<file path="src/rtl/somador_bcd_serial.sv">
// Digit-serial packed-BCD adder/subtractor: one decimal digit per clock, LSD first.
// Subtraction uses nine's complement of B plus an initial carry of 1.
module somador_bcd_serial #(
  parameter int N_DIG = 4
) (
  input  logic               clk,
  input  logic               rst,
  input  logic               start,
  input  logic               sub,
  input  logic [4*N_DIG-1:0] A,
  input  logic [4*N_DIG-1:0] B,
  input  logic               Cin,
  output logic [4*N_DIG-1:0] S,
  output logic               Cout,
  output logic               busy,
  output logic               done,
  output logic               err
);

  localparam int W  = 4 * N_DIG;
  localparam int IW = (N_DIG > 1) ? $clog2(N_DIG) : 1;
  localparam logic [IW-1:0] LAST = IW'(N_DIG - 1);

  typedef enum logic [1:0] {IDLE, CALC, DONE} state_t;

  state_t         state_q, state_d;
  logic [W-1:0]   a_q, a_d, b_q, b_d;
  logic [W-1:0]   work_q, work_d;
  logic [W-1:0]   s_q, s_d;
  logic [IW-1:0]  idx_q, idx_d;
  logic           sub_q, sub_d;
  logic           c_q, c_d;
  logic           errp_q, errp_d;
  logic           cout_q, cout_d;
  logic           err_q, err_d;

  logic [3:0]     a_dig, b_dig, b_adj, dig;
  logic [4:0]     t;
  logic           c_next;

  function automatic logic has_bad_digit(input logic [W-1:0] v);
    logic bad;
    bad = 1'b0;
    for (int k = 0; k < N_DIG; k++) begin
      if (v[4*k +: 4] > 4'd9) bad = 1'b1;
    end
    return bad;
  endfunction

  // Current digit slice and its decimal-corrected sum.
  always_comb begin
    a_dig = a_q[{idx_q, 2'b00} +: 4];
    b_dig = b_q[{idx_q, 2'b00} +: 4];
    b_adj = sub_q ? (4'd9 - b_dig) : b_dig;
    t     = {1'b0, a_dig} + {1'b0, b_adj} + {4'b0000, c_q};
    if (t > 5'd9) begin
      dig    = t[3:0] + 4'd6;
      c_next = 1'b1;
    end else begin
      dig    = t[3:0];
      c_next = 1'b0;
    end
  end

  always_comb begin
    // NOTE: every _d defaults to its _q first, so no branch leaves a value unassigned and no latch is inferred.
    state_d = state_q;
    a_d     = a_q;
    b_d     = b_q;
    sub_d   = sub_q;
    c_d     = c_q;
    idx_d   = idx_q;
    work_d  = work_q;
    errp_d  = errp_q;
    s_d     = s_q;
    cout_d  = cout_q;
    err_d   = err_q;

    case (state_q)
      IDLE: begin
        if (start) begin
          state_d = CALC;
          a_d     = A;
          b_d     = B;
          sub_d   = sub;
          c_d     = sub ? 1'b1 : Cin;
          idx_d   = '0;
          work_d  = '0;
          errp_d  = has_bad_digit(A) | has_bad_digit(B);
        end
      end
      CALC: begin
        work_d[{idx_q, 2'b00} +: 4] = dig;
        c_d   = c_next;
        idx_d = idx_q + 1'b1;
        if (idx_q == LAST) begin
          // Last digit: publish the finished word, or zeros on a bad operand.
          state_d = DONE;
          idx_d   = '0;
          s_d     = errp_q ? '0 : work_d;
          cout_d  = errp_q ? 1'b0 : c_next;
          err_d   = errp_q;
        end
      end
      DONE:    state_d = IDLE;
      default: state_d = IDLE;
    endcase
  end

  // NOTE: register updates use non-blocking assignments so all state advances together on the edge.
  always_ff @(posedge clk) begin
    if (rst) begin
      state_q <= IDLE;
      a_q     <= '0;
      b_q     <= '0;
      sub_q   <= 1'b0;
      c_q     <= 1'b0;
      idx_q   <= '0;
      work_q  <= '0;
      errp_q  <= 1'b0;
      s_q     <= '0;
      cout_q  <= 1'b0;
      err_q   <= 1'b0;
    end else begin
      state_q <= state_d;
      a_q     <= a_d;
      b_q     <= b_d;
      sub_q   <= sub_d;
      c_q     <= c_d;
      idx_q   <= idx_d;
      work_q  <= work_d;
      errp_q  <= errp_d;
      s_q     <= s_d;
      cout_q  <= cout_d;
      err_q   <= err_d;
    end
  end

  assign S    = s_q;
  assign Cout = cout_q;
  assign err  = err_q;
  assign busy = (state_q != IDLE);
  assign done = (state_q == DONE);

endmodule

</file>
<file path="config.mk">
export PLATFORM = sky130hd
export DESIGN_NAME = somador_bcd_serial
export DESIGN_NICKNAME = d
export VERILOG_FILES = /design/src/rtl/somador_bcd_serial.sv
export SDC_FILE = /design/constraint.sdc
export NUM_CORES = 1
export LEC_CHECK = 0
export CORE_MARGIN = 2
export CORE_UTILIZATION = 48
export CTS_CLUSTER_DIAMETER = 150
export DETAILED_ROUTE_END_ITERATION = 8
export PLACE_DENSITY = 0.79
export SYNTH_ARGS = -nofsm -noshare
export SYNTH_HDL_FRONTEND = slang
export SYNTH_SLANG_ARGS = --single-unit
</file>
<file path="constraint.sdc">
create_clock -name clk -period 3.7 [get_ports clk]
set_input_delay 0.74 -clock clk [delete_from_list [all_inputs] [get_ports clk]]
set_output_delay 0.74 -clock clk [all_outputs]
set_load 0.1 [all_outputs]
</file>
==> impl_metrics.json <==
{
  "path_delay_family": "adder cells",
  "rsz0062_at_grt": "false",
  "tns_ps": 0,
  "fin_crit_sh": 0.938,
  "yosysTopAreaCellShare": 0.417,
  "critPathBufInv": 2,
  "final_nets": 506,
  "drv_cap": 0,
  "slowest_stage": "fa_1",
  "relSlewSlack": 0.340,
  "n_fill_cell": 605,
  "multi_input_area_um2": 1910,
  "antenna_cells": 0,
  "cts_tree": "done",
  "max_stage_delay_ps": 560,
  "power_mw": 1.88,
  "crit_fanout": 8,
  "netlist_area_um2": 3500,
  "die_y_um": 89.4,
  "whs_ps": 456,
  "post_cts_buffers": 0,
  "async_flop_share": 0,
  "viasPerCell": 5.57,
  "criticalPathCategory": "flop to flop",
  "avgSynthCellArea_um2": 8.65,
  "cts_sinks": 73,
  "cts_hold_buf": 0,
  "layout_commonest_cell": "nand2_1",
  "firstDrtPassIters": 4,
  "h-tree-depth": 3,
  "clk_path_buf_depth": 2,
  "fin_skew_ps": 7.43,
  "initial_utilization": 0.488,
  "dp_hpwl_um": 6020,
  "tightest_slew_ps": 988,
  "crit_arrival_ps": 3690,
  "drc_errors": 0,
  "antenna_found_initial": 0,
  "yosysTopAreaCell": "dfxtp_1",
  "register_area_um2": 1470,
  "grt_pass1_vias": 2861,
  "port_buffers": 56,
  "die_area_um2": 8000,
  "powerDensity_nw_per_um2": 431,
  "first_iter_violations": 156,
  "syn-instance-count": 405,
  "synth_edf_count": 0,
  "fin_crit_ps": 3470,
  "startpoint_type": "flop",
  "end_kind": "flop",
  "grt_util_all_layers": 0.223,
  "yosysSeqAreaShare": 0.417,
  "timing.fmax_ghz": 0.288,
  "drive_gt1_frac": 0.108,
  "grt_max_degree": 68,
  "hold_viol": 0,
  "die_w_um": 89.4,
  "irDropWorstVdd_mv": 0.313,
  "run_status": "finished, final reports clean",
  "area_growth_pct": 24.4,
  "synthFlopType": "dfxtp_1",
  "wl_per_cell_um": 14.9,
  "yosys-top-cells-area": "dfxtp_1 (42%), nand2_1 (9.6%), a21oi_1 (7.1%), mux4_2 (5.1%), ha_1 (3.9%)",
  "path_clk_slew_ps": 80,
  "vias": 3121,
  "cts-root-buf": "clkbuf_8",
  "grt_overflow_total": 0,
  "ys_warn_count": 0,
  "core_area_um2": 7180,
  "cp.required_ps": 3920,
  "finalSetupViolCount": 0,
  "clock_latency_ps": 360,
  "path_cells": "mux4_2 -> xnor2_1 -> fa_1 -> inv_1 -> fa_1 -> inv_1 -> ha_1 -> nand2_1 -> o31ai_4 -> o31a_4 -> xnor2_4 -> o41ai_2",
  "finalMaxSlewViolations": 0,
  "yosys_register_bits": 73,
  "gp_congestion": 0.820,
  "routed_wl_um": 8370,
  "detail-route-antenna-nets": 0,
  "io-pin-count": 57,
  "worstHoldPathType": "flop to flop",
  "rows": 31,
  "most-common-layout-cells": "nand2_1 (90), dfxtp_1 (71), clkdlybuf4s50_1 (55)",
  "cts_made_buffers": 9,
  "synth_fp_nets": 455,
  "synth.distinct_cells": 48,
  "p_leak_nw": 1.58,
  "grt_pass1_wl_um": 13600
}
==> synthesized netlist by cell type, drive strengths merged, types with 2 or more instances <==
library cell,count
nand2,90
a21oi,51
a31oi,5
ha,11
xnor2,3
nor3b,4
nand2b,5
nand3,7
o21ai,14
inv,16
o22ai,5
nor3,3
clkbuf,15
nor2b,5
o211ai,3
a22oi,12
nor2,22
nand4,4
mux4,8
a211oi,5
o31ai,10
fa,2
buf,8
and3b,2
o41ai,8
dfxtp,73
==> where the power goes <==
group	internal, mW	switching (mW)
registers	0.817	0.0230
logic	0.164	0.238
clock network	0.332	0.305
==> per-layer routing <==
layer  vias up  track usage  share of wire
met2        99        0.365           0.49
met4         0       0.0882          0.021
met5         -            0              0
li1       1535            -              -
met1      1470        0.282           0.43
met3        17       0.0572          0.058
==> path summary, 6_finish.rpt <==
kind	cells after the start	slack [ps]	endpoint	startpoint
worst max register to register	12	230	work_q[9]	idx_q[0]
worst min-delay path	2	460	work_q[13]	work_q[13]
worst max-delay path	12	230	work_q[9]	idx_q[0]
worst min register to register	2	460	work_q[13]	work_q[13]
==> cell families (layout without fill, tap and decap cells) <==
group / Yosys count / count (layout) / share of synthesized area
simple gates: 150 / 150 / 0.191
compound gates: 118 / 118 / 0.228
flops: 73 / 73 / 0.417
buf+inv: 39 / 95 / 0.0464
fa+ha+maj: 13 / 13 / 0.0507
mux: 8 / 8 / 0.0514
xor+xnor: 4 / 4 / 0.0154
==> metrics by stage <==
stage / std cells / worst slack [ps] / instance area, um^2 / utilization
after floorplan: 405 / 71.1 / 3500 / -
after global placement: 544 / 129 / 4140 / 0.576
after detailed placement: 544 / 29.4 / 4140 / 0.576
after CTS: 560 / 89.4 / 4330 / 0.604
after global routing: 560 / 13.0 / 4360 / 0.608
final: 560 / 229 / 4360 / 0.608
==> flip-flops by register name, summed over array words and instances (netlist names) <==
name,cells
Cout,1
idx_q,2
sub_q,1
state_q,2
work_q,16
c_q,1
S,16
err,1
errp_q,1
b_q,16
a_q,16
==> worst reg2reg max path: stages, from the launching register on <==
cell and delay (ps):
dfxtp_4 400, mux4_2 520, xnor2_1 210, fa_1 220, inv_1 60, fa_1 560, inv_1 130, ha_1 230
nand2_1 100, o31ai_4 100, o31a_4 340, xnor2_4 340, o41ai_2 120
==> area by class of cell <==
type | count | area share
Sequential cell | 73 | 0.336
Inverter | 16 | 0.0138
Timing Repair Buffer | 63 | 0.139
Tap cell | 99 | 0.0284
Multi-Input combinational cell | 293 | 0.437
Clock buffer | 12 | 0.0333
Clock inverter | 4 | 0.0118
==> timing repair <==
action | 4_1_cts | 5_1_grt
gates resized for setup | 1 | 6
endpoints found under the setup margin | 1 | 10
endpoints found under the hold margin | 0 | 0
pin swaps | 0 | 1
No activity file was read; power rests on OpenSTA's default activity.
==> variant, RTL diff (same settings) <==
Change the parameter `N_DIG` from 4 to 2.
--- a/src/rtl/somador_bcd_serial.sv
+++ b/src/rtl/somador_bcd_serial.sv
@@ -3,3 +3,3 @@
 module somador_bcd_serial #(
-  parameter int N_DIG = 4
+  parameter int N_DIG = 2
 ) (
Interface: changed (resized A, B and S); port bits go from 57 to 33. The function was not compared with the original's and may differ.
==> variant against the original RTL <==
Via count is 51% lower; clock skew is 0.0018 ns lower; sequential cell count is 37 lower; largest cell class unchanged; combinational power is 34% lower; worst setup slack better by 0.19 ns; wire length is 59% lower; final area is 48% lower; clock power is 47% lower; synthesized cell count is 46% lower; largest power group unchanged; power is 45% lower; synthesized area is 48% lower.
==> variant: results (changes against the original RTL) <==
grt_usage: 0.180  # -0.0429
dpl.cell_count: 286  # -47%
n_fill_cell: 331  # -45%
post-dp-hpwl_mm: 2.59  # -57%
number_of_instances_resized_during_post_cts_repair: 0  # -1
crit-reg2reg-capture: "work_q[2]"
synth_xor_area_frac: 0.0193  # +0.00391
postSynthCellCount: 217  # -46%
numPortBuffers: 32  # -43%
timing.critical_path.arrival_ns: 3.48  # -0.21 ns
synth-seq-area-share: 0.396  # -0.0208
route.vias.total: 1522  # -51%
synthAdderAreaFrac: 0.0564  # +0.00570
hold_path_startpoint: "b_q[6]"
drive_gt1_frac: 0.0976  # -0.0109
result_of_the_run: "completed"
wire_per_inst_um: 11.6  # -22%
peakVddDrop_mv: 0.267  # -15%
synth_mux_area_frac: 0.0653  # +0.0139
clkLatencyLatePin_ns: 0.29  # -0.07 ns
yosys.cell_types.count: 38  # -21%
final-instance-count-excl-fill: 294  # -48%
maximum_number_of_pins_on_one_net_before_global_route_repair: 21  # -69%
wire_length_of_the_first_global_routing_pass_mm: 6.04  # -56%
number_of_global_route_vias_before_repair: 1415  # -51%
leakagePower_nw: 0.881  # -44%
critical_path_peak_fanout: 13  # +5
synthTopCellsByCount: "sky130_fd_sc_hd__nand2_1, sky130_fd_sc_hd__dfxtp_1, sky130_fd_sc_hd__a21oi_1"
synth_compound_area_frac: 0.208  # -0.0197
worstHoldEndpoint: "b_q[6]"
reg2reg_depth: 11  # -1
timing.rr.start: "idx_q"
detailedRoute.firstIterationViolations: 57  # -63%
ys_top_cells_by_area: "sky130_fd_sc_hd__dfxtp_1, sky130_fd_sc_hd__nand2_1, sky130_fd_sc_hd__a21oi_1, sky130_fd_sc_hd__nor2_1, sky130_fd_sc_hd__mux2i_1"
-- variant: cell types whose count changed after synthesis, moves of 9 or more --
cell	delta
sky130_fd_sc_hd__nand2_1	-48
sky130_fd_sc_hd__inv_1	-9
sky130_fd_sc_hd__a21oi_1	-19
sky130_fd_sc_hd__dfxtp_1	-37
sky130_fd_sc_hd__a22oi_1	-12
-- variant: through the flow --
stage               utilization  hold WS [ns]  area, um^2  worst slack (ns)
CTS                       0.618         0.457        2260             0.410
global placement          0.589         0.442        2160             0.500
finish                    0.618         0.454        2260             0.419
global route              0.618         0.478        2260             0.204
floorplan                     -         0.433        1820             0.560
detailed placement        0.589         0.448        2160             0.397
-- variant: area by class of cell --
cell class	count	area [um^2]	area share
clock buffer	6	72.6	0.0321
clock inverter	2	35.0	0.0155
inverter	7	26.3	0.0116
multi-input combinational	161	1020	0.450
sequential	36	721	0.318
tap	48	60.1	0.0265
timing repair buffer	34	330	0.146
-- variant: routing by layer --
layer	track usage	vias to the layer above	share of wire
li1	-	790	-
met1	0.221	682	0.47
met2	0.305	44	0.47
met3	0.0565	6	0.048
met4	0.0469	0	0.012
met5	0	-	0
-- variant: cell families (layout without fill, tap and decap cells) --
group,count (synthesis),in the layout
and+or+nand+nor,83,83
AOI/OAI and AO/OA,56,56
DFF,36,36
buffers and inverters,20,49
muxes,11,11
adders and majority gates,7,7
xor gates and xnor gates,4,4
-- variant: where the power goes --
| group | leakage [nW] | internal, mW | total (mW) | switching [mW] |
|---|---|---|---|---|
| clock network | 0.0552 | 0.200 | 0.335 | 0.135 |
| logic | 0.532 | 0.119 | 0.264 | 0.145 |
| registers | 0.294 | 0.410 | 0.428 | 0.0180 |
-- variant: worst max path at each step --
stage,start,to,slack [ns],depth (start not counted)
6_report,idx_q,work_q[2],0.42,11
5_1_grt,idx_q,work_q[2],0.20,11
4_1_cts,idx_q,work_q[2],0.41,11
3_5_place_dp,idx_q,work_q[2],0.40,11
3_3_place_gp,idx_q,work_q[2],0.50,11
2_1_floorplan,idx_q,work_q[2],0.56,12
-- variant: worst max-delay path, cell delays in order (launching register included) --
cell,delay [ns]
sky130_fd_sc_hd__dfxtp_1,0.64
sky130_fd_sc_hd__mux2i_1,0.27
sky130_fd_sc_hd__xor2_1,0.10
sky130_fd_sc_hd__fa_1,0.38
sky130_fd_sc_hd__inv_1,0.08
sky130_fd_sc_hd__fa_1,0.45
sky130_fd_sc_hd__inv_1,0.14
sky130_fd_sc_hd__ha_1,0.25
sky130_fd_sc_hd__a22oi_4,0.12
sky130_fd_sc_hd__a31oi_4,0.24
sky130_fd_sc_hd__mux2_4,0.33
sky130_fd_sc_hd__o32ai_2,0.18
